### src/rtl/pc_src_mux_if.sv
// Bundle for the PC source selector: select/candidate inputs, stall, and the
// combinational and registered PC-side outputs.
interface pc_src_mux_if #(
    parameter int WIDTH = 32,
    parameter int CNT_W = 16
);
    logic             mPCSel;
    logic [WIDTH-1:0] pResult;
    logic [WIDTH-1:0] bResult;
    logic             stall;
    logic [WIDTH-1:0] pSource;
    logic [WIDTH-1:0] pcQ;
    logic             misaligned;
    logic             redirect;
    logic [CNT_W-1:0] selCount;

    modport master (
        output mPCSel,
        output pResult,
        output bResult,
        output stall,
        input  pSource,
        input  pcQ,
        input  misaligned,
        input  redirect,
        input  selCount
    );

    modport slave (
        input  mPCSel,
        input  pResult,
        input  bResult,
        input  stall,
        output pSource,
        output pcQ,
        output misaligned,
        output redirect,
        output selCount
    );
endinterface

### src/rtl/pc_src_mux.sv
// Next-PC source selector: combinational pick between sequential and branch
// targets, plus the registered PC, a redirect pulse and a saturating taken count.
module pc_src_mux #(
    parameter int               WIDTH    = 32,
    parameter logic [WIDTH-1:0] RESET_PC = 32'h0000_0000,
    parameter int               CNT_W    = 16
) (
    input  logic         clk,
    input  logic         rst_n,
    pc_src_mux_if.slave  bus
);

    localparam logic [CNT_W-1:0] CNT_MAX  = {CNT_W{1'b1}};
    localparam logic [CNT_W-1:0] CNT_ONE  = CNT_W'(1'b1);
    localparam logic [CNT_W-1:0] CNT_ZERO = {CNT_W{1'b0}};

    function automatic logic addr_misaligned(input logic [WIDTH-1:0] addr);
        return (addr[1:0] != 2'b00);
    endfunction

    logic [WIDTH-1:0] psource_s;
    logic             sel_branch_s;
    logic             misaligned_s;
    logic [CNT_W-1:0] sel_count_nxt_s;

    logic [WIDTH-1:0] pc_r;
    logic             redirect_r;
    logic [CNT_W-1:0] sel_count_r;

    // Source select; anything other than a clean 1 falls back to the sequential path.
    always_comb begin
        psource_s    = bus.pResult;
        sel_branch_s = 1'b0;
        case (bus.mPCSel)
            1'b1: begin
                psource_s    = bus.bResult;
                sel_branch_s = 1'b1;
            end
            default: begin
                psource_s    = bus.pResult;
                sel_branch_s = 1'b0;
            end
        endcase
    end

    // Alignment flag is informational only and never gates the register update.
    always_comb begin
        misaligned_s = addr_misaligned(psource_s);
    end

    // Saturating taken-select count candidate.
    always_comb begin
        sel_count_nxt_s = sel_count_r;
        if (sel_branch_s && (sel_count_r != CNT_MAX)) begin
            sel_count_nxt_s = sel_count_r + CNT_ONE;
        end else begin
            sel_count_nxt_s = sel_count_r;
        end
    end

    // PC, redirect and count registers; reset outranks stall.
    always_ff @(posedge clk) begin
        if (!rst_n) begin
            pc_r        <= RESET_PC;
            redirect_r  <= 1'b0;
            sel_count_r <= CNT_ZERO;
        end else if (bus.stall) begin
            redirect_r  <= 1'b0;
        end else begin
            pc_r        <= psource_s;
            redirect_r  <= sel_branch_s;
            sel_count_r <= sel_count_nxt_s;
        end
    end

    assign bus.pSource    = psource_s;
    assign bus.misaligned = misaligned_s;
    assign bus.pcQ        = pc_r;
    assign bus.redirect   = redirect_r;
    assign bus.selCount   = sel_count_r;

endmodule

### src/flat_wrapper.sv
// flat-port wrapper written by rule: the top's interface ports become plain ports
module pc_src_mux_flat 
#(
    parameter int               WIDTH    = 32,
    parameter logic [WIDTH-1:0] RESET_PC = 32'h0000_0000,
    parameter int               CNT_W    = 16
)
  (clk, rst_n, bus_mPCSel, bus_pResult, bus_bResult, bus_stall, bus_pSource, bus_pcQ, bus_misaligned, bus_redirect, bus_selCount);
  pc_src_mux_if #(.WIDTH(WIDTH), .CNT_W(CNT_W)) bus_i ();
  input  logic clk;
  input  logic rst_n;
  input wire logic [$bits(bus_i.mPCSel)-1:0] bus_mPCSel;
  input wire logic [$bits(bus_i.pResult)-1:0] bus_pResult;
  input wire logic [$bits(bus_i.bResult)-1:0] bus_bResult;
  input wire logic [$bits(bus_i.stall)-1:0] bus_stall;
  output wire logic [$bits(bus_i.pSource)-1:0] bus_pSource;
  output wire logic [$bits(bus_i.pcQ)-1:0] bus_pcQ;
  output wire logic [$bits(bus_i.misaligned)-1:0] bus_misaligned;
  output wire logic [$bits(bus_i.redirect)-1:0] bus_redirect;
  output wire logic [$bits(bus_i.selCount)-1:0] bus_selCount;
  assign bus_i.mPCSel = bus_mPCSel;
  assign bus_i.pResult = bus_pResult;
  assign bus_i.bResult = bus_bResult;
  assign bus_i.stall = bus_stall;
  assign bus_pSource = bus_i.pSource;
  assign bus_pcQ = bus_i.pcQ;
  assign bus_misaligned = bus_i.misaligned;
  assign bus_redirect = bus_i.redirect;
  assign bus_selCount = bus_i.selCount;
  pc_src_mux #(.WIDTH(WIDTH), .RESET_PC(RESET_PC), .CNT_W(CNT_W)) u_core (.clk(clk), .rst_n(rst_n), .bus(bus_i));
endmodule
### config.mk
export PLATFORM = sky130hd
export DESIGN_NAME = pc_src_mux_flat
export DESIGN_NICKNAME = d
export VERILOG_FILES = /design/src/rtl/pc_src_mux_if.sv /design/src/rtl/pc_src_mux.sv /design/src/flat_wrapper.sv
export SDC_FILE = /design/constraint.sdc
export NUM_CORES = 1
export LEC_CHECK = 0
export BUFFER_PORTS_ARGS = -buffer_cell sky130_fd_sc_hd__buf_2
export CAP_MARGIN = 20
export CORE_ASPECT_RATIO = 0.75
export CORE_MARGIN = 2
export CORE_UTILIZATION = 43
export DETAILED_ROUTE_END_ITERATION = 7
export GPL_TIMING_DRIVEN = 0
export PLACE_DENSITY = 0.8
export SLEW_MARGIN = 20
export SYNTH_ARGS = -nofsm -noshare
export SYNTH_HDL_FRONTEND = slang
export SYNTH_SLANG_ARGS = --single-unit
### constraint.sdc
create_clock -name clk -period 2.1 [get_ports clk]
set_input_delay 0.42 -clock clk [delete_from_list [all_inputs] [get_ports clk]]
set_output_delay 0.42 -clock clk [all_outputs]
set_load 0.02 [all_outputs]
==> flow_summary.ini <==
[floorplan]
die_area_sq_mm = 0.00627
fp.dieW_microns = 90.8
core_area_sq_mm = 0.00541
ios = 150
start_util_pct = 44.9
placementRows = 23
die_h_microns = 69.1

[worst_setup_path]
arrival_ps = 1520
required_ps = 1680
crit_fanout = 10
cp-start-kind = input port
r2r_start = u_core.bus.selCount[0]
r2r-end = u_core.bus.selCount[13]
cp-end-kind = output pin
path_class = in2out
r2r_setup_slack_ps = 210
reg2reg_depth = 7

[cts]
htreeDepth = 2
numCtsBuffers = 5
cts_sinks = 49
clk_path_buf_depth = 2
ctsHoldBuffers = 0
clkTransAtPathRegs_ps = 80
cts_tree = built
clk_latency_ps = 290
cts_setup_buffers = 0
cts-root-buf = clkbuf_8

[power_and_ir_drop]
p_int_mw = 1.53
netSwitchingFraction_pct = 28.8
switching_power_uw = 619
p_seq_share_pct = 46.7
powerDensity_mw_per_mm2 = 637
power_leakage_nw = 1.59
peakVddDrop_mv = 0.347
p_comb_share_pct = 23.2
clock_power_share_pct = 30.1

[synth]
yosysWarnings = 0
syn_avg_cell_area_sq_um = 8.74
synth_top_family_by_area = simple AND/OR/NAND/NOR gates
synth_xor_area_share_pct = 0
synth.cell_area_sq_mm = 0.00243
synth_simple_gate_area_share_pct = 31.1
synth.distinct_cells = 35
ys_ff_latch = 49
yosysSeqAreaShare_pct = 40.4
syn-num-nets = 347
synth_fa_ha_area_share_pct = 0.515
synth_compound_area_share_pct = 6.70
syn_inst = 278
synth_mux_area_share_pct = 16.8

[global_routing]
globalRouteMet1Util_pct = 26.2
grt_overflow = 0
grt_pass1_vias = 2400
use_met2_pct = 38.1
grt_util_all_layers_pct = 21.5
grt_max_degree = 15
grt_pass1_wl_microns = 11100
antenna_found_initial = 0
grt.met3_usage_pct = 4.81
top_usage_layer = met2

[min_path]
min_path_type = in2reg
hold_start = rst_n
hold_path_end = u_core.bus.selCount[5]
hold_depth = 3

[layout]
finalNetCount = 502
final_util_pct = 62.3
final_area_sq_mm = 0.00337
fill_cells = 513
layout-drive-gt1-share_pct = 45.5
areaGrowthSynthToFinish_pct = 38.8
diodes = 0

[sta]
rsz0062_at_grt = no
finalHoldViolations = 0
finClkSkew_ps = 1.60
tightest_slew_ps = 538
setup_viol = 0
max_freq_mhz = 515
layout_setup_ws_ps = 158
tns_ps = 0
drv_slew = 0
max-slew-margin-rel_pct = 63.7
period_needed_ps = 1940
fin_crit_sh_pct = 92.5

[route]
routed-via-count = 2543
viasPerCell = 5.01
ant_nets = 0
drc = 0
wl_microns = 6890
first_iter_violations = 79
wire_per_inst_microns = 13.6
drt_pass1_iterations = 4

[status]
status = complete, no violations

[placed_design]
portBuffers = 148
placed_cell_area_sq_mm = 0.00326
pre_cts_slack_ps = 119
gp_congestion = 0.839
hpwl_microns = 5410

[job]
max-cap-violations = 0
[through the flow]
step                      std cells  power, mW  hold WS (ps)
after floorplan                 278       1.33           538
after global placement          501       1.51           464
after detailed placement        501       1.52           474
after CTS                       508       2.17           416
after global routing            508       2.25           441
final                           508       2.15           424
[power by group through the flow]
stage          combinational [mW]  clock (mW)  sequential [mW]
2_1_floorplan               0.247           0             1.08
3_3_place_gp                0.491           0             1.02
3_5_place_dp                0.498           0             1.02
4_1_cts                     0.500       0.665             1.00
5_1_grt                     0.541       0.701             1.01
6_report                    0.499       0.647             1.00
[layout make-up]
class	instances	area (sq um)	area share [%]
timing repair buffer	148	741	22.0
multi-input combinational	206	1340	39.8
buffer	19	95.1	2.82
tap	75	93.8	2.78
sequential	49	981	29.1
clock inverter	2	35.0	1.04
clock buffer	5	68.8	2.04
inverter	4	15.0	0.445
[repair_timing]
item                                   CTS  global route
resized for setup                        0             1
endpoints found under the hold margin    0             0
setup endpoints to repair                0             1
[cell usage after synthesis, drive strengths merged]
library cell	instances	share of area, %
dfxtp	49	40
nor2	35	5.4
nor3	31	6.4
mux2	30	14
nor2b	30	7.7
a21oi	15	3.1
clkbuf	11	1.7
nand2	10	1.5
buf	8	2.2
mux2i	7	2.9
and4	6	2.3
nand3	6	1.4
nand4	5	1.3
o31ai	5	1.5
or4	5	1.5
inv	4	0.62
nand2b	4	1.0
o21ai	4	0.82
and3	2	0.72
or3	2	0.52
a211oi	1	0.31
a21boi	1	0.31
a31oi	1	0.26
and2	1	0.26
and2b	1	0.31
ha	1	0.52
nor4b	1	0.36
o41ai	1	0.36
or2	1	0.26
[flip-flops by register name, summed over array words and instances (netlist names)]
register             cells
u_core.bus.redirect      1
u_core.bus.selCount     16
u_core.bus.pcQ          32
[critical path: stages]
cell and delay, ps:
buf_2 160, buf_2 310, mux2i_2 380, nand2_1 70, buf_2 170
[cell usage in the layout (no fill, tap or decap), types with 2 or more instances in the layout]
| master | n |
|---|---|
| a21oi_1 | 15 |
| buf_2 | 152 |
| buf_6 | 2 |
| mux2_2 | 30 |
| nor2_1 | 35 |
| or4_1 | 5 |
| nand2b_1 | 4 |
| or3_1 | 2 |
| clkbuf_8 | 5 |
| mux2i_1 | 6 |
| nand4_1 | 5 |
| o31ai_1 | 5 |
| dfxtp_1 | 49 |
| inv_1 | 4 |
| o21ai_0 | 4 |
| nand2_1 | 10 |
| clkbuf_1 | 11 |
| and4_1 | 5 |
| nand3_1 | 5 |
| nor2b_1 | 30 |
| nor3_1 | 31 |
[how the worst max path moves through the flow]
stage	startpoint	to	slack, ps
after global routing	bus_mPCSel	bus_misaligned	70
after global placement	bus_mPCSel	bus_misaligned	150
final	bus_mPCSel	bus_misaligned	160
after floorplan	u_core.bus.selCount[0]	u_core.bus.selCount[13]	230
after detailed placement	bus_mPCSel	bus_misaligned	120
after CTS	bus_mPCSel	bus_misaligned	120
[per-layer routing]
layer  up-vias  part of all wire (%)
met5         -                     0
met4         0                   1.1
met3         7                   6.0
met2        90                    48
met1      1165                    45
li1       1281                     -
[cells by family (layout without fill, tap and decap cells)]
group,count (synthesis),count (layout)
AND/OR/NAND/NOR,140,140
flip-flops,49,49
multiplexers,37,37
AO/OA/AOI/OAI,28,28
buffers and inverters,23,178
adder cells (fa/ha/maj),1,1
No activity file was read; power rests on OpenSTA's default activity.
